[src/rtl/mem_stage.sv]
// Memory-access pipeline stage: runs the load/store handshake with the data-memory
// controller, stalls upstream while waiting, and feeds write-back. Optional: MEM_STAGE_TIMEOUT_EN.
module mem_stage #(
  parameter int TIMEOUT = 16
) (
  input  logic        clock,
  input  logic        reset,
  input  logic        ex_mem_readmem,
  input  logic        ex_mem_writemem,
  input  logic [31:0] ex_mem_regb,
  input  logic        ex_mem_selwsource,
  input  logic [4:0]  ex_mem_regdest,
  input  logic        ex_mem_writereg,
  input  logic [31:0] ex_mem_wbvalue,
  output logic        mem_mc_en,
  output logic        mem_mc_rw,
  output logic [31:0] mem_mc_addr,
  output logic [31:0] mem_mc_wdata,
  input  logic [31:0] mc_mem_rdata,
  input  logic        mc_mem_ready,
  output logic        mem_stall,
  output logic [4:0]  mem_wb_regdest,
  output logic        mem_wb_writereg,
  output logic [31:0] mem_wb_wbvalue,
  output logic        mem_err
);

  if (TIMEOUT < 1) begin : g_bad_timeout
    $error("TIMEOUT must be at least 1");
  end

  typedef enum logic {IDLE = 1'b0, WAIT = 1'b1} state_t;

  state_t      state_q, state_d;
  logic        en_q, en_d, rw_q, rw_d, stall_q, stall_d;
  logic [31:0] addr_q, addr_d, wdata_q, wdata_d;
  logic [4:0]  wb_regdest_q, wb_regdest_d;
  logic        wb_writereg_q, wb_writereg_d;
  logic [31:0] wb_wbvalue_q, wb_wbvalue_d;
  logic        selw_q, selw_d, wr_lat_q, wr_lat_d;
  logic [4:0]  rd_lat_q, rd_lat_d;
  logic        mem_op_s;

`ifdef MEM_STAGE_TIMEOUT_EN
  localparam int CW = $clog2(TIMEOUT + 1);
  logic [CW-1:0] cnt_q, cnt_d;
  logic          err_q, err_d;
`endif

  assign mem_op_s = ex_mem_readmem | ex_mem_writemem;

  // Next-state and next-output selection for the IDLE/WAIT handshake.
  always_comb begin
    state_d       = state_q;
    en_d          = en_q;
    rw_d          = rw_q;
    stall_d       = stall_q;
    addr_d        = addr_q;
    wdata_d       = wdata_q;
    wb_regdest_d  = wb_regdest_q;
    wb_writereg_d = wb_writereg_q;
    wb_wbvalue_d  = wb_wbvalue_q;
    selw_d        = selw_q;
    rd_lat_d      = rd_lat_q;
    wr_lat_d      = wr_lat_q;
`ifdef MEM_STAGE_TIMEOUT_EN
    cnt_d         = cnt_q;
    err_d         = err_q;
`endif
    case (state_q)
      IDLE: begin
        if (mem_op_s) begin
          state_d       = WAIT;
          en_d          = 1'b1;
          stall_d       = 1'b1;
          rw_d          = ex_mem_writemem;  // read+write together resolves to a write
          addr_d        = ex_mem_wbvalue;
          wdata_d       = ex_mem_regb;
          selw_d        = ex_mem_selwsource;
          rd_lat_d      = ex_mem_regdest;
          wr_lat_d      = ex_mem_writereg;
          wb_writereg_d = 1'b0;
`ifdef MEM_STAGE_TIMEOUT_EN
          cnt_d         = '0;
`endif
        end else begin
          wb_wbvalue_d  = ex_mem_wbvalue;
          wb_regdest_d  = ex_mem_regdest;
          wb_writereg_d = ex_mem_writereg;
        end
      end
      WAIT: begin
        if (mc_mem_ready) begin
          state_d       = IDLE;
          en_d          = 1'b0;
          stall_d       = 1'b0;
          wb_wbvalue_d  = selw_q ? mc_mem_rdata : addr_q;
          wb_regdest_d  = rd_lat_q;
          wb_writereg_d = wr_lat_q;
        end else begin
`ifdef MEM_STAGE_TIMEOUT_EN
          if (cnt_q == CW'(TIMEOUT - 1)) begin
            state_d       = IDLE;
            en_d          = 1'b0;
            stall_d       = 1'b0;
            wb_writereg_d = 1'b0;
            err_d         = 1'b1;
          end else begin
            cnt_d = cnt_q + CW'(1);
          end
`else
          state_d = WAIT;
`endif
        end
      end
      default: begin
        state_d = IDLE;
        en_d    = 1'b0;
        stall_d = 1'b0;
      end
    endcase
  end

  // State and output registers, cleared asynchronously.
  always_ff @(posedge clock or negedge reset) begin
    if (!reset) begin
      state_q       <= IDLE;
      en_q          <= 1'b0;
      rw_q          <= 1'b0;
      stall_q       <= 1'b0;
      addr_q        <= 32'h0000_0000;
      wdata_q       <= 32'h0000_0000;
      wb_regdest_q  <= 5'd0;
      wb_writereg_q <= 1'b0;
      wb_wbvalue_q  <= 32'h0000_0000;
      selw_q        <= 1'b0;
      rd_lat_q      <= 5'd0;
      wr_lat_q      <= 1'b0;
`ifdef MEM_STAGE_TIMEOUT_EN
      cnt_q         <= '0;
      err_q         <= 1'b0;
`endif
    end else begin
      state_q       <= state_d;
      en_q          <= en_d;
      rw_q          <= rw_d;
      stall_q       <= stall_d;
      addr_q        <= addr_d;
      wdata_q       <= wdata_d;
      wb_regdest_q  <= wb_regdest_d;
      wb_writereg_q <= wb_writereg_d;
      wb_wbvalue_q  <= wb_wbvalue_d;
      selw_q        <= selw_d;
      rd_lat_q      <= rd_lat_d;
      wr_lat_q      <= wr_lat_d;
`ifdef MEM_STAGE_TIMEOUT_EN
      cnt_q         <= cnt_d;
      err_q         <= err_d;
`endif
    end
  end

  assign mem_mc_en       = en_q;
  assign mem_mc_rw       = rw_q;
  assign mem_mc_addr     = addr_q;
  assign mem_mc_wdata    = wdata_q;
  assign mem_stall       = stall_q;
  assign mem_wb_regdest  = wb_regdest_q;
  assign mem_wb_writereg = wb_writereg_q;
  assign mem_wb_wbvalue  = wb_wbvalue_q;
`ifdef MEM_STAGE_TIMEOUT_EN
  assign mem_err         = err_q;
`else
  assign mem_err         = 1'b0;
`endif

endmodule
[config.mk]
export PLATFORM = sky130hd
export DESIGN_NAME = mem_stage
export DESIGN_NICKNAME = d
export VERILOG_FILES = /design/src/rtl/mem_stage.sv
export SDC_FILE = /design/constraint.sdc
export NUM_CORES = 1
export LEC_CHECK = 0
export ABC_AREA = 1
export BUFFER_PORTS_ARGS = -buffer_cell sky130_fd_sc_hd__buf_4
export CORE_UTILIZATION = 44
export CTS_CLUSTER_SIZE = 12
export DETAILED_ROUTE_END_ITERATION = 6
export PLACE_DENSITY_LB_ADDON = 0.12
export SYNTH_ARGS = -nofsm -noshare
export SYNTH_HDL_FRONTEND = slang
export SYNTH_SLANG_ARGS = --single-unit
[constraint.sdc]
create_clock -name clock -period 1.2 [get_ports clock]
set_clock_uncertainty 0.15 [all_clocks]
set_input_delay 0.06 -clock clock [delete_from_list [all_inputs] [get_ports clock]]
set_output_delay 0.06 -clock clock [all_outputs]
set_load 0.1 [all_outputs]
==> results.md <==
* Final Hold Fails at 2
* CTS Buf Count at 9
* Worst path arrival time at 1.66 ns
* Layout area overhead at 102%
* Final setup TNS at -25.44 ns
* Post-synth top cells: nand2_1 (383), dfrtp_1 (112), inv_1 (71)
* Number of global-route vias before repair at 5946
* Finished layout cell area at 0.0105 mm2
* First-pass GRT wire length at 29.3 mm
* Status: finished, violations left
* Unrepaired setup endpoints after global routing: true
* Met2 usage at 51.8%
* Worst-path clk slew at 0.07 ns
* Kind of cell adding the most delay to the critical path: buffers and inverters
* Endpoint type of the worst setup path: flip-flop
* CP Cell Sequence: buf_6 -> nand2_4 -> inv_4 -> a21oi_4 -> buf_12 -> clkbuf_16 -> nand2_2 -> nand2_1
* Core area at 0.0115 mm2
* CP startpoint kind: flip-flop
* R2r startpoint: state_q
* TritonCTS clock tree: yes
* Vias at 6576
* Synth area leaders: dfrtp_1 (54%), nand2_1 (28%), inv_1 (5.1%)
* Crit-path max cell delay at 0.48 ns
* Max frequency at 658 MHz
* Post-synth EDFFs at 0
* Initial DRC Count at 683
* Worst skew pair latency at 0.36 ns
* Final setup fails at 134
* Power density cells at 2130 mW/mm2
* Critical path data required time at 1.34 ns
* Fin. max-slew vios at 0
* Nets at 1157
* Failing checks: negative hold slack, negative setup slack
* Post-synthesis instance total at 694
* Overflow after GRT at 0
* Clock Sinks at 112
* Tcrit/Tclk final at 127%
* Async SR Flop Fraction at 100%
* Worst hold path class: primary input to flip-flop
* Area of the mapped netlist at 0.00522 mm2
* FP Rows at 39
* Met1 usage at 34.9%
* Syn_area_per_cell at 7.52 um2
* Main synth FF type: dfrtp_1
* Sequential area share after synthesis at 53.7%
* Root Buffer: clkbuf_16
* Maximum VDD drop at 0.00187 V
* DRC Markers at 0
* WL final at 25.1 mm
* CP Class: flip-flop to flip-flop
* Clock Tree Buf Depth at 2
* Die Width at 111 um
* Share of layout cells above drive strength 1 at 47.9%
* Starting Density at 45.5%
* Most frequent cell after synthesis: nand2_1
* Setup crit start: state_q
* H-tree depth at 3
* Area after DPL at 0.00719 mm2
* Min Tclk post-route at 1.52 ns
* Ys Warns at 0
* Vias per cell at 5.49
* Max-cap viol count at 0
* Worst hold margin at -0.0765 ns
* Final ANT Viol Nets at 0
* Leak Pwr at 5.43 nW
* Tot GR Track Use at 30.2%
* Most used routing layer: met2
* Final GP Congestion at 0.845
* Synth area leader: dfrtp_1
* Met3 track utilization from global routing at 7.33%
* Die area at 0.0123 mm2
* Largest net degree at the start of global routing at 68
* Synth Register Bits at 112
* Routed len/inst at 20.9 um
* Hold path startpoint: mc_mem_ready
* Number of I/O port buffers at 212
* I/O Pins at 214
* Slowest CP cell: dfrtp_2
* Syn nets at 802
* Die height at 111 um
* Initial antenna violation count at 0
* # diodes at 0
* Worst path buffer plus inverter count at 4
* Library cells used by synthesis at 19
* Final worst setup slack at -0.320 ns
* CP max FO at 7
* Share of the synthesized area in the top cell type at 53.7%
* Pre-antenna DRT Iters at 6
* Post-DP HPWL at 10.4 mm
-- power by group --
part	total [W]	internal [W]	switching, W
logic	0.0137	0.00435	0.00931
registers	0.00593	0.00483	0.00110
clock network	0.00288	0.00147	0.00141
-- cells in the final DEF, fill, tap and decap left out, drive strengths merged --
cell type and n:
dfrtp 112, clkinv 1, nand3 33, o22ai 1
nand2 383, clkbuf 28, o21ai 43, inv 74
o211ai 1, conb 1, dlygate4sd3 105, nor2 7
a21oi 1, buf 264
-- final cells by class --
type                    count  area (um2)
clock buffers              15         258
inverters                  74         290
flip-flops and latches    112        2940
repair buffers            382        4400
clock inverters             1        5.00
multi-input cells         470        2460
well taps                 143         179
fillers                   413         937
-- flip-flops by register name, summed over array words and instances, names as in the netlist --
| register | count |
|---|---|
| mem_mc_addr | 32 |
| mem_mc_wdata | 32 |
| mem_wb_wbvalue | 32 |
| mem_wb_regdest | 5 |
| rd_lat_q | 5 |
| mem_mc_rw | 1 |
| mem_stall | 1 |
| mem_wb_writereg | 1 |
| selw_q | 1 |
| state_q | 1 |
| wr_lat_q | 1 |
-- kinds of logic (layout without fill, tap and decap cells) --
group,count (synthesis),after routing,share of synthesized area [%]
compound gates,46,46,4.56
buf+inv,113,472,9.59
flops,112,112,53.7
other cells,1,1,0.0719
simple gates,422,423,32.1
-- what timing repair did --
| item | in CTS | in global routing |
|---|---|---|
| resized for setup | 138 | 257 |
| pin swaps | 2 | 11 |
| cloned | 1 | 18 |
| endpoints found under the hold margin | 223 | 8 |
| hold buffers | 105 | 1 |
| setup endpoints to repair | 216 | 145 |
| setup buffers | 3 | 20 |
-- worst paths after layout --
check                      cells after the start            endpoint  slack [ns]
max                                            8   mem_wb_wbvalue[6]       -0.32
min                                            4     mem_wb_writereg       -0.08
min reg2reg                                    2         rd_lat_q[4]        0.35
max reg2reg                                    8   mem_wb_wbvalue[6]       -0.32
max in group asynchronous                      3     mem_mc_addr[24]        0.04
min in group asynchronous                      3  mem_wb_wbvalue[25]        0.10
-- per-layer routing --
metal	vias to the layer above	wire length (um)	share of wire (%)
met3	155	2270	9.1
li1	2800	-	-
met2	504	12800	51
met5	-	0	0
met1	3117	8380	33
met4	0	1580	6.3
-- worst min-delay path, stage by stage --
cell and delay [ns]:
buf_4 0.12, nor2_4 0.07, nand2_1 0.06, o211ai_1 0.08
-- per-stage QoR --
| stage | util [%] | worst slack [ns] | std cells | power, W | hold WS [ns] |
|---|---|---|---|---|---|
| after floorplan | - | -0.109 | 694 | 0.0135 | -0.386 |
| after global placement | 62.7 | -0.241 | 1035 | 0.0158 | -0.250 |
| after detailed placement | 62.7 | -0.296 | 1035 | 0.0159 | -0.247 |
| after CTS | 79.3 | -0.253 | 1160 | 0.0201 | -0.0777 |
| after global routing | 91.8 | -0.376 | 1197 | 0.0230 | -0.0412 |
| final | 91.8 | -0.320 | 1197 | 0.0225 | -0.0765 |
Power figures use the tool's default switching activity.
